$ cat src/rtl/rtl8211f_gmii_tx.sv
// GMII transmit framer for the RTL8211F: preamble/SFD, payload, zero padding,
// FCS and inter-frame gap, plus frame and abort counters for the register map.
module rtl8211f_gmii_tx #(
  parameter int MIN_PAYLOAD = 60,
  parameter int MAX_PAYLOAD = 1514,
  parameter int IFG_BYTES   = 12
) (
  input  logic        clk,
  input  logic        rstn,
  input  logic [7:0]  tx_data,
  input  logic        tx_valid,
  input  logic        tx_last,
  output logic        tx_ready,
  output logic        TxEn,
  output logic [7:0]  TxD,
  output logic        TxErr,
  output logic        busy,
  output logic [15:0] frame_cnt,
  output logic [7:0]  err_cnt
);

  typedef enum logic [2:0] {IDLE, PREAMBLE, DATA, PAD, FCS, IFG} state_t;

  localparam logic [10:0] MIN_P = 11'(MIN_PAYLOAD);
  localparam logic [10:0] MAX_P = 11'(MAX_PAYLOAD);

  state_t      state_reg;
  logic [10:0] cnt_reg;
  logic [31:0] crc_reg;
  logic        tx_en_reg;
  logic        tx_err_reg;
  logic [7:0]  txd_reg;
  logic        fin_good_reg;
  logic        fin_err_reg;
  logic [15:0] frame_cnt_reg;
  logic [7:0]  err_cnt_reg;

  logic [10:0] cnt_next;
  logic [7:0]  data_rev;
  logic [7:0]  fcs_raw;
  logic [7:0]  fcs_byte;
  logic [4:0]  fcs_hi;
  logic [31:0] crc_data_next;
  logic [31:0] crc_pad_next;

  // MSB-first CRC-32 over a bit-reversed byte, matching the receive path.
  function automatic logic [31:0] crc32_8b(input logic [7:0] d, input logic [31:0] c);
    logic [31:0] r;
    r = c;
    for (int i = 7; i >= 0; i--) begin
      if (r[31] ^ d[i])
        r = {r[30:0], 1'b0} ^ 32'h04C11DB7;
      else
        r = {r[30:0], 1'b0};
    end
    return r;
  endfunction

  genvar gi;
  generate
    for (gi = 0; gi < 8; gi++) begin : g_rev
      assign data_rev[gi] = tx_data[7-gi];
      assign fcs_byte[gi] = fcs_raw[7-gi];
    end
  endgenerate

  assign cnt_next      = cnt_reg + 11'd1;
  assign fcs_hi        = 5'd31 - {cnt_reg[1:0], 3'b000};
  assign fcs_raw       = ~crc_reg[fcs_hi -: 8];
  assign crc_data_next = crc32_8b(data_rev, crc_reg);
  assign crc_pad_next  = crc32_8b(8'h00, crc_reg);

  assign tx_ready  = (state_reg == DATA);
  assign busy      = (state_reg != IDLE);
  assign TxEn      = tx_en_reg;
  assign TxD       = txd_reg;
  assign TxErr     = tx_err_reg;
  assign frame_cnt = frame_cnt_reg;
  assign err_cnt   = err_cnt_reg;

  always_ff @(posedge clk or negedge rstn) begin
    if (!rstn) begin
      state_reg     <= IDLE;
      cnt_reg       <= '0;
      crc_reg       <= 32'hFFFFFFFF;
      tx_en_reg     <= 1'b0;
      tx_err_reg    <= 1'b0;
      txd_reg       <= 8'h00;
      fin_good_reg  <= 1'b0;
      fin_err_reg   <= 1'b0;
      frame_cnt_reg <= '0;
      err_cnt_reg   <= '0;
    end else begin
      case (state_reg)
        IDLE: begin
          tx_en_reg  <= 1'b0;
          tx_err_reg <= 1'b0;
          txd_reg    <= 8'h00;
          if (tx_valid) begin
            state_reg <= PREAMBLE;
            tx_en_reg <= 1'b1;
            txd_reg   <= 8'h55;
            cnt_reg   <= '0;
            crc_reg   <= 32'hFFFFFFFF;
          end
        end

        PREAMBLE: begin
          if (cnt_reg == 11'd6) begin
            txd_reg   <= 8'hD5;
            cnt_reg   <= '0;
            state_reg <= DATA;
          end else begin
            txd_reg <= 8'h55;
            cnt_reg <= cnt_next;
          end
        end

        DATA: begin
          // Bubble or oversize: one error cycle, offending byte dropped.
          if (!tx_valid || (cnt_reg == MAX_P && !tx_last)) begin
            tx_err_reg  <= 1'b1;
            txd_reg     <= 8'h00;
            fin_err_reg <= 1'b1;
            cnt_reg     <= '0;
            state_reg   <= IFG;
          end else begin
            txd_reg <= tx_data;
            crc_reg <= crc_data_next;
            cnt_reg <= cnt_next;
            if (tx_last) begin
              if (cnt_next < MIN_P) begin
                state_reg <= PAD;
              end else begin
                cnt_reg   <= '0;
                state_reg <= FCS;
              end
            end
          end
        end

        PAD: begin
          txd_reg <= 8'h00;
          crc_reg <= crc_pad_next;
          if (cnt_next >= MIN_P) begin
            cnt_reg   <= '0;
            state_reg <= FCS;
          end else begin
            cnt_reg <= cnt_next;
          end
        end

        FCS: begin
          txd_reg <= fcs_byte;
          cnt_reg <= cnt_next;
          if (cnt_reg[1:0] == 2'd3) begin
            fin_good_reg <= 1'b1;
            cnt_reg      <= '0;
            state_reg    <= IFG;
          end
        end

        IFG: begin
          tx_en_reg  <= 1'b0;
          tx_err_reg <= 1'b0;
          txd_reg    <= 8'h00;
          // First IFG edge closes the frame: TxEn drops and counters update.
          if (fin_good_reg || fin_err_reg) begin
            if (fin_good_reg)
              frame_cnt_reg <= frame_cnt_reg + 16'd1;
            if (fin_err_reg && err_cnt_reg != 8'hFF)
              err_cnt_reg <= err_cnt_reg + 8'd1;
            fin_good_reg <= 1'b0;
            fin_err_reg  <= 1'b0;
          end else if (int'(cnt_reg) >= IFG_BYTES - 2) begin
            state_reg <= IDLE;
          end else begin
            cnt_reg <= cnt_next;
          end
        end

        default: state_reg <= IDLE;
      endcase
    end
  end

endmodule

$ cat config.mk
export PLATFORM = sky130hd
export DESIGN_NAME = rtl8211f_gmii_tx
export DESIGN_NICKNAME = d
export VERILOG_FILES = /design/src/rtl/rtl8211f_gmii_tx.sv
export SDC_FILE = /design/constraint.sdc
export NUM_CORES = 1
export LEC_CHECK = 0
export ABC_CLOCK_PERIOD_IN_PS = 2800
export BUFFER_PORTS_ARGS = -buffer_cell sky130_fd_sc_hd__buf_4
export CELL_PAD_IN_SITES_DETAIL_PLACEMENT = 0
export CELL_PAD_IN_SITES_GLOBAL_PLACEMENT = 1
export CORE_MARGIN = 2
export CORE_UTILIZATION = 49
export CTS_BUF_LIST = sky130_fd_sc_hd__clkbuf_8
export CTS_CLUSTER_DIAMETER = 30
export CTS_CLUSTER_SIZE = 30
export DETAILED_ROUTE_END_ITERATION = 10
export GPL_ROUTABILITY_DRIVEN = 1
export HOLD_SLACK_MARGIN = 0.03
export PLACE_DENSITY = 0.95
export SETUP_SLACK_MARGIN = 0.1
export SLEW_MARGIN = 15
export SYNTH_ARGS = -nofsm -noshare
export SYNTH_HDL_FRONTEND = slang
export SYNTH_SLANG_ARGS = --single-unit
$ cat constraint.sdc
create_clock -name clk -period 2.8 [get_ports clk]
set_input_delay 0.84 -clock clk [delete_from_list [all_inputs] [get_ports clk]]
set_output_delay 0.84 -clock clk [all_outputs]
set_load 0.005 [all_outputs]
# Word level (Yosys, flattened, before mapping)
# Cells that the tools add are included.
[op_classes]
add_sub_neg = 4
n_lt_le_gt_ge = 3
n_eq_ne = 20
muxes = 51
shifts = 1
bitwise_logic = 24
reduce_logical = 25
[ops]
columns = ["operator", "n"]
rows = [
  ["2-to-1 mux 27 bit", 16],
  ["NOT 14 bit", 15],
  ["2-to-1 mux 11 bit", 9],
  ["one-hot mux 32 bit (3 select lines)", 1],
  ["one-hot mux 11 bit (6 select lines)", 1],
  ["2-to-1 mux 32 bit", 2],
  ["one-hot mux 8 bit (5 select lines)", 1],
  ["variable part select 39 x 6 -> 8 bit", 1],
  ["2-to-1 mux 3 bit", 9],
  ["inequality test 2 bit (second input constant)", 9],
  ["one-hot mux 3 bit (6 select lines)", 1],
  ["adder 16 x 1 -> 16 bit (second input constant)", 1],
  ["2-to-1 mux 8 bit", 2],
  ["AND reduction 3 bit", 5],
  ["adder 11 x 1 -> 11 bit (second input constant)", 1],
  ["equality test 11 bit (second input constant)", 1],
  ["equality test 11 x 3 -> 1 bit (second input constant)", 1],
  [">= comparator 11 x 4 -> 1 bit (second input constant)", 1],
  [">= comparator 11 x 6 -> 1 bit (second input constant)", 1],
  ["< comparator 11 x 6 -> 1 bit (second input constant)", 1],
  ["adder 8 x 1 -> 8 bit (second input constant)", 1],
  ["inequality test 8 bit (second input constant)", 1],
  ["NOT 8 bit", 1],
  ["one-hot mux 1 bit (2 select lines)", 4],
  ["other kinds (22)", 42],
]
[word_totals]
out_inout_bits = 36
word_cells = 138
register_bits = 82
input_bits = 12

# Logic depth before layout (Yosys ltp)
# Gate-level depths: netlist of run 1.
[logic_depth]
ltp_word = 18
ltp_mapped = 11
mapped_depth_nobuf = 9

# Worst setup path after synthesis of run 1
# Ideal clock, no wire load.
[synth_timing]
path_type = "input -> register"
startpoint = "input tx_last"
endpoint = "register crc_reg[0]"
stages = 7
arrival_time_ps = 2396
path_slack_ps = 305
t_required_ps = 2701
setup_ps = 99
path_buffers = 1
path_cell_list = "or4_4 -> o31a_1 -> o21ai_4 -> o41ai_4 -> buf_2 -> nor2_1 -> a31oi_1"
[synth_between]
elab_chain_len = 5
[synth_rtl]
columns = ["item", "line", "source"]
rows = [
  ["start, declared", "12", "input logic tx_last,"],
  ["logical NOT 1 bit", "121", "if (!tx_valid || (cnt_reg == MAX_P && !tx_last)) begin"],
  ["logical AND 1 bit", "121", ""],
  ["logical OR 1 bit", "121", ""],
  ["inequality test 2 bit (no source line)", "--", ""],
  ["AND reduction 3 bit (no source line)", "--", ""],
  ["end signal, assigned", "129", "crc_reg <= crc_data_next;"],
  ["end signal, assigned", "144", "crc_reg <= crc_pad_next;"],
  ["end, declared", "29", "logic [31:0] crc_reg;"],
]
# Every way passes these cells.
# A chain may end at the register's enable or synchronous reset.

# Worst setup path in the final report of run 1
[layout_timing]
startpoint = "register state_reg[0]"
endpoint = "output busy"
[layout_between]
elab_chain_len = 1
[layout_rtl]
columns = ["item", "line", "source"]
rows = [
  ["start, declared", "27", "state_t state_reg;"],
  ["start signal, assigned", "83", "state_reg <= IDLE;"],
  ["start signal, assigned", "100", "state_reg <= PREAMBLE;"],
  ["start signal, assigned", "112", "state_reg <= DATA;"],
  ["nonzero test 3 bit", "74", "assign busy = (state_reg != IDLE);"],
  ["end, declared", "17", "output logic busy,"],
]
# Every way passes these cells.

==> metrics.cfg, run 1 <==
[grt]
grt_pass1_wl_um=25250
grt_max_degree=52
grt_pass1_vias=4764
gr-total-overflow=0
antenna_found_initial=0
grtUsageTotal_pct=24.89

[pwr]
cellLeakagePower_uw=0.002744
power_density_nw_per_um2=1494
ir_worst_vdd_mv=0.9300

[cells_and_area]
nets=660
n_antenna_cell=0
fillers=996
largest_register_ffs=32
final_core_util_pct=57.32
drive_above_1_share_pct=24.07
area_delta_synth_final_pct=13.87

[hold_path]
hold_class=input port to asynchronous set/reset pin

[sta]
fin_crit_ps=2515
relSlewSlack_pct=54.57
hold_violations=0
setup_viol_count_final=0
clock_skew_ps=18.59
finalSetupTns_ps=0
tightest_slew_ps=678.9
fmax_ghz=0.3976
drv_slew=0
period_share_pct=89.83
rsz0062_at_grt=no

[routing]
drt_pre_antenna_iters=5
drc=0
drtIter0Drc=489
vias=4774
wl_per_cell_um=19.31
routed_wl_um=15270
via_per_inst=6.035
ant_nets=0

[worst_setup_path]
crit_fanout=7
startpoint_type=register
worstSetupPathType=register to output pin
critPathRequiredTime_ps=1960
cp-end-kind=output pin
critPathArrivalTime_ps=1680

[yosys]
synth_cell_type_count=70
synth_seq_area_share_pct=36.25
synthCells=592
syn_nets=609
ys_seq_elements=82
synth.avg_cell_area_sq_um=9.750
netlist_area_sq_um=5772
postSynth.asyncResetShare_pct=100.0
synth_edf_count=0
yosysWarnings=0
synth_ff_type=dfrtp_1

[clocking]
cts_tree=yes
cts_made_buffers=9
post_cts_buffers=0
htree_levels=3
path_clk_slew_ps=100
ctsResizeCount=0
clock_latency_ps=380
root_buffer=clkbuf_8
cts_hold_buf=0
clockBufferDepth=2
cts.sinks=82

[placement]
hpwl_um=10820
gp_congestion=0.9708
io_buffers=47

[flow_run]
drv_cap=0

[die]
fp.dieW_um=112.5
io_pins=48
die_h_um=112.5
fp-row-count=39
dieArea_sq_um=12660
core_area_sq_um=11470
start_util_pct=50.33

[outcome]
status=finished, final reports clean

-- final cells by class --
cell class / instances / area (sq um) / share of cell area [%]
multi-input combinational: 460 / 3427 / 52.14
sequential: 82 / 2092 / 31.83
timing repair buffer: 79 / 630.6 / 9.595
tap: 143 / 178.9 / 2.722
clock buffer: 10 / 137.6 / 2.094
clock inverter: 6 / 65.06 / 0.9899
inverter: 11 / 41.29 / 0.6282
-- critical path, stage by stage (launching register included) --
cell	delay (ps)
dfrtp_1	460
or2_2	390
nor2_1	230
inv_1	80
buf_4	140
-- placed cells by master, fill, tap and decap left out, types with 6 or more instances in the layout --
master	instances
a21oi_1	31
a22oi_1	6
a31oi_1	6
and3_1	8
buf_4	76
clkbuf_8	10
dfrtp_1	50
dfstp_2	32
inv_1	10
mux4_2	8
nand2_1	38
nand3_1	14
nand4_1	11
nor2_1	60
nor3_1	7
o21a_1	8
o21ai_0	20
o221ai_1	6
o22a_1	6
o22ai_1	6
xnor2_1	96
xor2_1	49
-- path summary, 6_finish.rpt --
| check | start | to | slack (ps) | depth (start not counted) |
|---|---|---|---|---|
| min in group clk | frame_cnt[15]$_DFFE_PN0P_ | frame_cnt[15]$_DFFE_PN0P_ | 470 | 1 |
| worst max-delay path | state_reg[0]$_DFFE_PN0P_ | busy | 280 | 4 |
| worst max register to register | cnt_reg[1]$_DFFE_PN0P_ | cnt_reg[4]$_DFFE_PN0P_ | 300 | 7 |
| max in group asynchronous | rstn | crc_reg[5]$_DFFE_PN1P_ | 1700 | 2 |
| worst min register to register | frame_cnt[15]$_DFFE_PN0P_ | frame_cnt[15]$_DFFE_PN0P_ | 470 | 1 |
| worst min-delay path | rstn | cnt_reg[5]$_DFFE_PN0P_ | 400 | 1 |
-- metrics by stage --
stage          instances  worst slack [ps]  area (sq um)  hold slack [ps]  power (uW)
2_1_floorplan        592             305.0          5772            464.7        7218
3_5_place_dp         775             103.3          6369            458.8        8771
6_report             791             284.7          6573            399.8        9817
5_1_grt              791             110.4          6573            438.5       10450
3_3_place_gp         775             143.5          6369            463.6        8643
4_1_cts              791             303.9          6571            417.4        9754
-- routing by layer --
metal	up-vias	track usage, %	part of all wire [%]
met3	34	4.050	5.9
met5	-	0	0
met4	0	8.130	2.5
met1	2365	34.11	43
met2	197	40.56	48
li1	2178	-	-
-- kinds of logic (layout without fill, tap and decap cells) --
kind of cell / count (synthesis) / in the layout / synth area share (%)
xor+xnor: 155 / 155 / 25.60
flops: 82 / 82 / 36.25
simple gates: 159 / 159 / 12.99
mux: 14 / 14 / 4.205
compound gates: 127 / 127 / 15.48
buf+inv: 50 / 106 / 4.400
fa+ha+maj: 5 / 5 / 1.084
-- report_power, final --
group / switching [uW] / internal [uW]
Clock: 472 / 436
Combinational: 3450 / 3170
Sequential: 525 / 1760
Total: 4450 / 5370
-- cells in the mapped netlist (2+ instances only) --
master	n	area (sq um)
o21ai_1	4	20.02
clkbuf_1	14	52.55
o22ai_1	6	37.54
o21a_1	8	60.06
xnor2_2	5	81.33
dfstp_2	32	840.8
a31oi_1	6	37.54
nand3_1	14	70.07
buf_4	6	45.04
nand2_1	38	142.6
or3_1	2	12.51
mux2_2	2	22.52
mux4_2	8	180.2
buf_1	4	15.01
a21oi_1	31	155.2
o2111ai_1	3	26.28
xnor2_1	96	840.8
xor2_1	49	429.2
and3_1	8	50.05
a311oi_1	3	26.28
o221ai_1	6	52.55
o22a_1	6	52.55
and2_1	2	12.51
nor3_1	7	35.03
a211oi_1	5	37.54
nand4_1	11	68.82
a22o_1	2	17.52
buf_6	4	45.04
dfrtp_1	50	1251
xnor2_4	2	55.05
mux2i_1	4	40.04
ha_1	5	62.56
a221o_1	3	30.03
and3b_1	2	17.52
o31ai_1	2	15.01
o21ai_0	20	100.1
a22oi_1	6	45.04
buf_2	10	50.05
nor2_1	60	225.2
and4_1	2	17.52
inv_1	9	33.78
nor2b_1	4	25.02
o211ai_1	4	30.03
No activity file was read; power rests on OpenSTA's default activity.
==> run 2, diff against run 1 <==
--- a/config.mk
+++ b/config.mk
@@ -9,6 +9,7 @@
 export BUFFER_PORTS_ARGS = -buffer_cell sky130_fd_sc_hd__buf_4
 export CELL_PAD_IN_SITES_DETAIL_PLACEMENT = 0
 export CELL_PAD_IN_SITES_GLOBAL_PLACEMENT = 1
+export CORE_ASPECT_RATIO = 1.2
 export CORE_MARGIN = 2
 export CORE_UTILIZATION = 49
 export CTS_BUF_LIST = sky130_fd_sc_hd__clkbuf_8
==> run 2 against run 1 <==
Flip-flop and latch count unchanged. Routed wire length down 1.8%. Via count shrank 3.0%. Register-to-register slack about the same. Global-route usage increased by 0.10 points. Combinational power is 2% lower. Hold slack improved by 4.0 ps. Clock power decreased by 5.1%. Utilization decreased by 0.44 points. Power fell by 1.5%. Non-clock buffer count shrank 3. Die area hardly changed. Largest cell class unchanged. Largest power group unchanged.
==> metrics.cfg, run 2 (synthesized netlist as in run 1, its figures left out) <==
[outcome]
status=finished, final reports clean

[worst_setup_path]
reg2regPathDepth=8
worst_path_max_delay_cell=dfrtp_1
critPathArrivalTime_ps=1730
startpoint=state_reg[2]$_DFFE_PN0P_
worstSetupPathType=register to output pin
endpoint=tx_ready
r2r_slack_ps=290
critPathRequiredTime_ps=1960
max_stage_delay_ps=610
startpoint_type=register
path_cells=nor2_2 > nand2_1 > inv_1 > buf_4
rr_endpoint=cnt_reg[4]$_DFFE_PN0P_
cp-end-kind=output pin
r2r-start=cnt_reg[0]$_DFFE_PN0P_
crit_fanout=14

[clocking]
clock_latency_ps=380
clockBufferDepth=2
cts.sinks=82
path_clk_slew_ps=100
htree_levels=3
root_buffer=clkbuf_8
cts_tree=yes
cts_made_buffers=9

[die]
core_area_sq_um=11510
io_pins=48
die_h_um=122.9
fp-row-count=43
fp.dieW_um=103.1
start_util_pct=50.13
dieArea_sq_um=12670

[placement]
placed_cells=785
io_buffers=47
placed_cell_area_sq_um=6344
hpwl_um=10850
gp_congestion=0.9692

[sta]
drv_slew=0
fmax_ghz=0.3885
setup_viol_count_final=0
relSlewSlack_pct=53.57
tightest_slew_ps=693.9
period_share_pct=91.93
rsz0062_at_grt=no
clock_skew_ps=11.31
finalSetupTns_ps=0
hold_violations=0
fin_crit_ps=2574

[routing]
drt_pre_antenna_iters=6
via_per_inst=5.776
drtIter0Drc=272
drc=0
routed_wl_um=14990
ant_nets=0
wl_per_cell_um=18.70
vias=4632

[pwr]
cellLeakagePower_uw=0.002722
power_density_nw_per_um2=1477
p_total_uw=9670
ir_worst_vdd_mv=0.8706

[flow_run]
drv_cap=0

[cells_and_area]
nets=657
area_delta_synth_final_pct=13.46
final_area_sq_um=6549
fin_cells=802
layout.cells.most_common=xnor2_1
drive_above_1_share_pct=24.03
final_cell_mix=xnor2_1, buf_4, nor2_1, dfrtp_1, xor2_1
final_core_util_pct=56.88
largest_register_ffs=32
n_antenna_cell=0

[grt]
grt_pass1_vias=4674
antenna_found_initial=0
gr-total-overflow=0
grt_max_degree=49
grtUsageTotal_pct=24.99
grt_pass1_wl_um=24270

[hold_path]
hold_class=input port to asynchronous set/reset pin

-- run 2: cell count changes in the layout (fill, tap and decap cells not counted), sizes merged --
cell / change
buf: -3
bufinv: -1
clkbuf: -1
clkinvlp: -1
inv: +3
-- run 2: power by group --
part / internal, uW / total, uW / switching, uW
sequential: 1760 / 2320 / 568
combinational: 3100 / 6480 / 3380
clock: 347 / 863 / 516
-- run 2: layout make-up --
cell class / instances / area (sq um)
Fill cell: 1045 / 4965
Multi-Input combinational cell: 460 / 3433
Sequential cell: 82 / 2092
Timing Repair Buffer: 76 / 595.6
Tap cell: 157 / 196.4
Clock buffer: 9 / 123.9
Clock inverter: 7 / 66.31
Inverter: 11 / 41.29
-- run 2: what timing repair did --
action | in CTS | in global routing
setup endpoints to repair | 0 | 11
buffers inserted | 0 | 1
gates resized for setup | 0 | 2
hold buffers | 0 | 0
-- run 2: how the worst min path moves through the flow --
stage | end | slack, ps | cells after the start
floorplan | frame_cnt[15]$_DFFE_PN0P_ | 460 | 1
global route | frame_cnt[7]$_DFFE_PN0P_ | 430 | 1
finish | frame_cnt[11]$_DFFE_PN0P_ | 400 | 1
CTS | frame_cnt[11]$_DFFE_PN0P_ | 410 | 1
global placement | frame_cnt[15]$_DFFE_PN0P_ | 460 | 1
detailed placement | frame_cnt[15]$_DFFE_PN0P_ | 480 | 1
-- run 2: metal layers --
layer  GRT usage, %  part of all wire, %  vias up
met5              0                    0        -
met4          10.86                  3.2        0
met3          3.392                  5.9       32
met2          42.21                   51      158
met1          31.86                   40     2282
li1               -                    -     2160
-- run 2: through the flow --
stage                     hold WS [ps]  setup WS, ps
after floorplan                  464.7         305.0
after global placement           461.2         173.7
after detailed placement         477.7         107.3
after CTS                        410.8         197.9
after global routing             430.6         116.8
final                            403.8         225.8
-- run 2: worst max-delay path, delay by kind of cell (launching register included) --
kind                   cells  cell delay, ps
DFF                        1             610
buffers and inverters      2             450
and+or+nand+nor            2             290
